File: src/rtl/instr_fetch_unit.sv
// Fetch stage: PC, ROM addressing and a small instruction buffer drained by decode.
// Optional performance counters are compiled in when FETCH_PERF_CNT_EN is defined.
module instr_fetch_unit #(
  parameter logic [31:0] RESET_PC   = 32'h0000_0000,
  parameter int          FIFO_DEPTH = 2
) (
  input  logic        clk,
  input  logic        rst,
  output logic [31:0] rom_addr_o,
  input  logic [31:0] rom_data_i,
  input  logic        redirect_i,
  input  logic [31:0] redirect_pc_i,
  output logic        instr_valid_o,
  input  logic        instr_ready_i,
  output logic [31:0] instr_o,
  output logic [31:0] instr_pc_o,
  output logic        fault_o
`ifdef FETCH_PERF_CNT_EN
  ,
  output logic [31:0] perf_fetch_o,
  output logic [31:0] perf_stall_o
`endif
);

  localparam int PTR_W = $clog2(FIFO_DEPTH);
  localparam int CNT_W = PTR_W + 1;

  typedef enum logic {RUN, FAULT} state_t;

  state_t             state_reg, state_next;
  logic [31:0]        pc_reg, pc_next;
  logic [CNT_W-1:0]   count_reg, count_next;
  logic [PTR_W-1:0]   wr_ptr_reg, wr_ptr_next;
  logic [PTR_W-1:0]   rd_ptr_reg, rd_ptr_next;
  logic               fault_reg, fault_next;
  logic               push, pop, full;

  logic [31:0]        data_mem [FIFO_DEPTH];
  logic [31:0]        pc_mem   [FIFO_DEPTH];
  logic [FIFO_DEPTH-1:0] wr_en;

  function automatic logic [PTR_W-1:0] ptr_inc(input logic [PTR_W-1:0] p);
    return (p == PTR_W'(FIFO_DEPTH - 1)) ? '0 : p + 1'b1;
  endfunction

  assign full          = (count_reg == CNT_W'(FIFO_DEPTH));
  assign instr_valid_o = (state_reg == RUN) && (count_reg != '0);
  assign pop           = instr_valid_o && instr_ready_i;
  assign rom_addr_o    = {2'b00, pc_reg[31:2]};
  assign instr_o       = data_mem[rd_ptr_reg];
  assign instr_pc_o    = pc_mem[rd_ptr_reg];
  assign fault_o       = fault_reg;

  always_comb begin
    state_next  = state_reg;
    pc_next     = pc_reg;
    count_next  = count_reg;
    wr_ptr_next = wr_ptr_reg;
    rd_ptr_next = rd_ptr_reg;
    fault_next  = fault_reg;
    push        = 1'b0;
    case (state_reg)
      RUN: begin
        if (redirect_i) begin
          // A redirect flushes the buffer and wins over any pop this cycle.
          count_next  = '0;
          wr_ptr_next = '0;
          rd_ptr_next = '0;
          if (redirect_pc_i[1:0] == 2'b00) begin
            pc_next = redirect_pc_i;
          end else begin
            state_next = FAULT;
            fault_next = 1'b1;
          end
        end else begin
          // A full buffer is never written, even when the head leaves this cycle.
          push = !full;
          if (push) begin
            wr_ptr_next = ptr_inc(wr_ptr_reg);
            pc_next     = pc_reg + 32'd4;
          end
          if (pop) begin
            rd_ptr_next = ptr_inc(rd_ptr_reg);
          end
          count_next = count_reg + CNT_W'(push) - CNT_W'(pop);
        end
      end
      FAULT: begin
        state_next = FAULT;
      end
      default: begin
        state_next = RUN;
      end
    endcase
  end

  always_ff @(posedge clk or posedge rst) begin
    if (rst) begin
      state_reg  <= RUN;
      pc_reg     <= RESET_PC;
      count_reg  <= '0;
      wr_ptr_reg <= '0;
      rd_ptr_reg <= '0;
      fault_reg  <= 1'b0;
    end else begin
      state_reg  <= state_next;
      pc_reg     <= pc_next;
      count_reg  <= count_next;
      wr_ptr_reg <= wr_ptr_next;
      rd_ptr_reg <= rd_ptr_next;
      fault_reg  <= fault_next;
    end
  end

  genvar gi;
  generate
    for (gi = 0; gi < FIFO_DEPTH; gi++) begin : g_wr_en
      assign wr_en[gi] = push && (wr_ptr_reg == PTR_W'(gi));
    end
  endgenerate

  // Storage is cleared on reset so the head reads as zero before the first push.
  always_ff @(posedge clk or posedge rst) begin
    if (rst) begin
      for (int i = 0; i < FIFO_DEPTH; i++) begin
        data_mem[i] <= '0;
        pc_mem[i]   <= '0;
      end
    end else begin
      for (int i = 0; i < FIFO_DEPTH; i++) begin
        if (wr_en[i]) begin
          data_mem[i] <= rom_data_i;
          pc_mem[i]   <= pc_reg;
        end
      end
    end
  end

`ifdef FETCH_PERF_CNT_EN
  logic [31:0] perf_fetch_reg, perf_stall_reg;

  always_ff @(posedge clk or posedge rst) begin
    if (rst) begin
      perf_fetch_reg <= '0;
      perf_stall_reg <= '0;
    end else begin
      if (push) begin
        perf_fetch_reg <= perf_fetch_reg + 32'd1;
      end
      if ((state_reg == RUN) && full) begin
        perf_stall_reg <= perf_stall_reg + 32'd1;
      end
    end
  end

  assign perf_fetch_o = perf_fetch_reg;
  assign perf_stall_o = perf_stall_reg;
`endif

endmodule

File: config.mk
export PLATFORM = sky130hd
export DESIGN_NAME = instr_fetch_unit
export DESIGN_NICKNAME = d
export VERILOG_FILES = /design/src/rtl/instr_fetch_unit.sv
export SDC_FILE = /design/constraint.sdc
export NUM_CORES = 1
export LEC_CHECK = 0
export BUFFER_PORTS_ARGS = -buffer_cell sky130_fd_sc_hd__buf_2
export CAP_MARGIN = 20
export CORE_MARGIN = 10
export CORE_UTILIZATION = 50
export CTS_CLUSTER_DIAMETER = 30
export DETAILED_ROUTE_END_ITERATION = 10
export PLACE_DENSITY = 0.77
export RECOVER_POWER = 100
export SYNTH_ARGS = -nofsm -noshare
export SYNTH_HDL_FRONTEND = slang
export SYNTH_SLANG_ARGS = --single-unit
export TNS_END_PERCENT = 50
File: constraint.sdc
create_clock -name clk -period 5.5 [get_ports clk]
set_clock_uncertainty 0.2 [all_clocks]
set_input_delay 0.55 -clock clk [delete_from_list [all_inputs] [get_ports clk]]
set_output_delay 0.55 -clock clk [all_outputs]
set_load 0.005 [all_outputs]
Word-level counts from Yosys, hierarchy flattened
Index checks and enable logic that the tools add are counted.
{"block": "word_totals", "register_bits": 166, "inputBits": 68, "output_inout_bits": 98, "elab_cells": 56}
{"block": "classes", "n_addsub": 5, "order_cmp": 1, "eq_ne": 3, "mux": 21, "n_bitwise": 4, "n_reduce_logical": 12}
{"operator": "$mux 32", "n": 9}
{"operator": "$add 32x3->32 const B", "n": 1}
{"operator": "$mux 1", "n": 10}
{"operator": "$reduce_and 3->1", "n": 2}
{"operator": "$logic_and 1x1->1", "n": 4}
{"operator": "$reduce_and 2->1", "n": 2}
{"operator": "$reduce_bool 2->1", "n": 2}
{"operator": "$not 1->1", "n": 3}
{"operator": "$add 1x1->1 const B", "n": 2}
{"operator": "$add 2x1->2", "n": 1}
{"operator": "$eq 2x2->1 const B", "n": 1}
{"operator": "$ge 2x2->1 const B", "n": 1}
{"operator": "$logic_not 2->1", "n": 1}
{"operator": "$mux 2", "n": 1}
{"operator": "$ne 2x1->1 const B", "n": 1}
{"operator": "$ne 2x2->1 const B", "n": 1}
{"operator": "$not 1->2", "n": 1}
{"operator": "$pmux 1 s2", "n": 1}
{"operator": "$sub 2x1->2", "n": 1}
{"operator": "$logic_not 1->1", "n": 1}

Depth between registers and ports, before layout
{"block": "logic_depth", "depth_word": 5, "mapped_depth": 9, "mapped_depth_nobuf": 9}

Worst setup path before layout
Ideal clock, no wire load.
{"block": "synth_path", "kind": "register -> register", "from": "reg pc_reg[7]", "to": "reg pc_reg[28]", "setup_ns": 0.094, "t_arrival_ns": 1.940, "t_required_ns": 5.206, "setup_slack_ns": 3.266, "stages_incl_launch_ff": 6, "synth_period_minus_slack_ns": 2.234, "path_cell_list": "dfrtp_1 -> buf_2 -> nand4_4 -> or4_4 -> or4_1 -> a211oi_1"}
{"block": "synth_between", "elab_chain_cells": 3}
{"element": "start, declared", "line_no": "31", "text": "logic [31:0] pc_reg, pc_next;"}
{"element": "start signal, assigned", "line_no": "107", "text": "pc_reg <= pc_next;"}
{"element": "$add 32x3->32", "line_no": "80", "text": "pc_next = pc_reg + 32'd4;"}
{"element": "$mux 32", "line_no": "78", "text": "if (push) begin"}
{"element": "$mux 32", "line_no": "64", "text": "if (redirect_i) begin"}
Every way passes these cells. The select of a mux whose other input is x is not followed.
A chain may end at the register's enable or synchronous reset.

Worst setup path in the final report
{"block": "layout_path", "from": "in redirect_i", "to": "reg pc_mem[35] (netlist bit)"}
{"block": "layout_between", "elab_chain_cells": 3}
{"element": "start, declared", "line_no": "11", "text": "input logic redirect_i,"}
{"element": "$mux 1", "line_no": "64"}
{"element": "$mux 1", "line_no": "62", "text": "case (state_reg)"}
{"element": "$logic_and 1x1->1", "line_no": "118", "text": "assign wr_en[gi] = push && (wr_ptr_reg == PTR_W'(gi));"}
{"element": "end signal, assigned by index", "line_no": "133", "text": "pc_mem[i] <= pc_reg;"}
{"element": "end, declared", "line_no": "39", "text": "logic [31:0] pc_mem [FIFO_DEPTH];"}
Every way passes these cells.

==> results.txt <==
Outcome: finished with violations
Failing checks: capacitance limit, slew limit
Crit-path leading delay family: simple AND/OR/NAND/NOR gates
CTS sink cnt: 166
Max FO, Critical Path: 61
Initial antenna violation count: 0
Hold EP: data_mem[63]
DR vias: 5,845
Yosys warning count: 0
Post-synth cell types: 57
Clk slew on worst S/H paths: 0.06 ns
First-pass GRT wire length: 32,700 um
CP dominant cell by count: nor2_1
IO Pins: 166
Slowest stage cell, crit path: clkbuf_1
WP depth: 6
Resized cells post-CTS: 0
GRT Util Overall: 18.3%
Vias in the first global route: 6,066
Netlist Area Pre-Place: 0.00820 sq mm
Antenna diode count: 0
Register-to-register setup slack: 1.84 ns
Area Overhead vs Synth: 15.1%
Final Max Tran Viols: 85
Fmax: 268 MHz
Worst path required time: 5.60 ns
Crit start category: input port
Max cap viols: 1
Share of cells above drive strength 1: 40.1%
Dpl hpwl: 13,800 um
Setup TNS: 0 ns
R2r startpoint: state_reg
CP max stage delay: 0.99 ns
Final period utilization: 68.0%
Largest net degree at the start of global routing: 85
Post-synthesis sequential area ratio: 50.7%
Util after Layout: 59.0%
CTS root buffer: clkbuf_16
Worst min path class: in2reg
Final Hold Vio Count: 0
Drt drc: 0
R2R depth: 5
Starting Density: 51.2%
Port Buffers: 163
Final Wtd Congestion: 0.833
Number of vias per cell: 5.75
Die area: 0.0219 sq mm
Synth area leader: dfrtp_1
Total gr overflow: 0
RSZ-0062 raised after global routing: no
Top cell type's share of synthesized area: 50.7%
Asr flop ratio synth: 100%
WP buf/inv: 2
Drt wl/cell: 19.6 um
Critical Path AT: 3.84 ns
Fillers: 1,388
DR iter-0 viols: 408
Die Span Y: 148 um
Post-synth EDFFs: 0
Remaining antenna violation count: 0
Worst Setup End Kind: flop
Number of setup violations in the final report: 0
Chip width: 148 um
Worst VDD drop: 0.000214 V
Count leader, synth: mux2_2
Post-synth top cells: mux2_2 (192), dfrtp_1 (166), clkbuf_1 (40)
Mean post-synth cell area: 12.2 sq um
Critical path type: in2reg
Postcts setup bufs: 0
Area contributors post-synth: dfrtp_1 (51%), mux2_2 (26%), buf_4 (2.9%)
Hold_buf cts: 0
H-Tree Depth: 4
Actual slew at the worst max-slew pin: 3.66 ns
Cell Rows: 46
Power per cell area: 310 mW/mm^2
Synth Instances: 674
Clock latency on the worst-skew pair: 0.42 ns
Total Wirelength: 20,000 um
Worst Hold Launch: rom_data_i[31]
Seq cells post-synth: 166
Core area: 0.0160 sq mm
Slew headroom: -145%
Worst-path cell chain: buf_2 > nor2_1 > nand2_1 > nor2_1 > clkbuf_1 > mux2_2
Top_reg_cell synth: dfrtp_1
Hold path depth: 2
Worst R2R End: pc_mem[35]
Drt first pass iters: 5
Final Critical Period: 3.74 ns
CTS tree: done
CTS Buffer Depth: 2
P_leak: 4.48 nW
TritonCTS Buffers: 17
Final #Nets: 859
==> routing by layer <==
layer / wire length [um] / vias up / global-route usage, % / part of all wire (%)
met4: 232 / 0 / 5.25 / 1.2
met5: 0 / - / 0 / 0
met2: 9040 / 244 / 28.0 / 45
li1: - / 2681 / - / -
met1: 9010 / 2899 / 24.4 / 45
met3: 1670 / 21 / 5.65 / 8.4
==> worst max path at each step <==
| stage | slack [ns] | endpoint | start |
|---|---|---|---|
| 2_1_floorplan | 0.26 | count_reg[0] | rst |
| 3_3_place_gp | 2.08 | pc_reg[14] | redirect_i |
| 3_5_place_dp | 1.99 | pc_reg[17] | redirect_i |
| 4_1_cts | 2.32 | instr_pc_o[19] | rd_ptr_reg |
| 5_1_grt | 1.16 | pc_reg[1] | rst |
| 6_report | 1.76 | pc_mem[35] | redirect_i |
==> logic make-up after synthesis <==
family / share of synthesized area (%)
AND/OR/NAND/NOR: 9.25
other: 0.0458
flip-flops: 50.7
adder cells (fa/ha/maj): 0.458
AO/OA/AOI/OAI: 7.44
XOR/XNOR: 0.214
multiplexers: 26.5
buffers and inverters: 5.40
==> worst reg2reg max path, delay by kind of cell, from the launching register on <==
kind                   cells  cell delay (ns)
flip-flops                 1             0.54
buffers and inverters      1             0.99
multiplexers               1             0.44
AND/OR/NAND/NOR            3             1.37
==> layout by cell type, fill, tap and decap left out, types with 10 or more instances in the layout <==
master,synthesis,final
a211oi_1,10,10
a21oi_1,17,17
buf_2,3,92
clkbuf_1,40,79
clkbuf_16,0,17
dfrtp_1,166,166
mux2_2,192,189
nand2_1,15,14
nand3_1,21,21
nand4_1,13,13
nor2_1,20,20
nor3_1,10,10
o21ai_0,23,26
==> cell type report <==
cell class	count	area (sq um)	area share, %
Inverter	9	35.0	0.371
Clock buffer	23	458	4.85
Multi-Input combinational cell	424	3600	38.2
Clock inverter	8	149	1.58
Sequential cell	166	4150	44.0
Timing Repair Buffer	170	763	8.09
Tap cell	216	270	2.87
==> where the power goes <==
group	total, mW	internal (mW)	switching [mW]
Sequential	1.40	1.32	0.0803
Combinational	0.294	0.155	0.140
Clock	1.23	0.769	0.460
Total	2.92	2.24	0.680
==> per-stage QoR <==
stage          setup WS, ns  instances  cell area, sq um  hold slack, ns  power, mW
4_1_cts                2.32       1016              9560           0.105       2.96
3_5_place_dp           1.99        985              8950           0.268       1.73
5_1_grt                1.16       1016              9430           0.160       3.06
2_1_floorplan         0.260        675              8200           0.266       1.61
3_3_place_gp           2.08        985              8950           0.260       1.72
6_report               1.76       1016              9430           0.167       2.92
(Power assumes the default switching activity.)
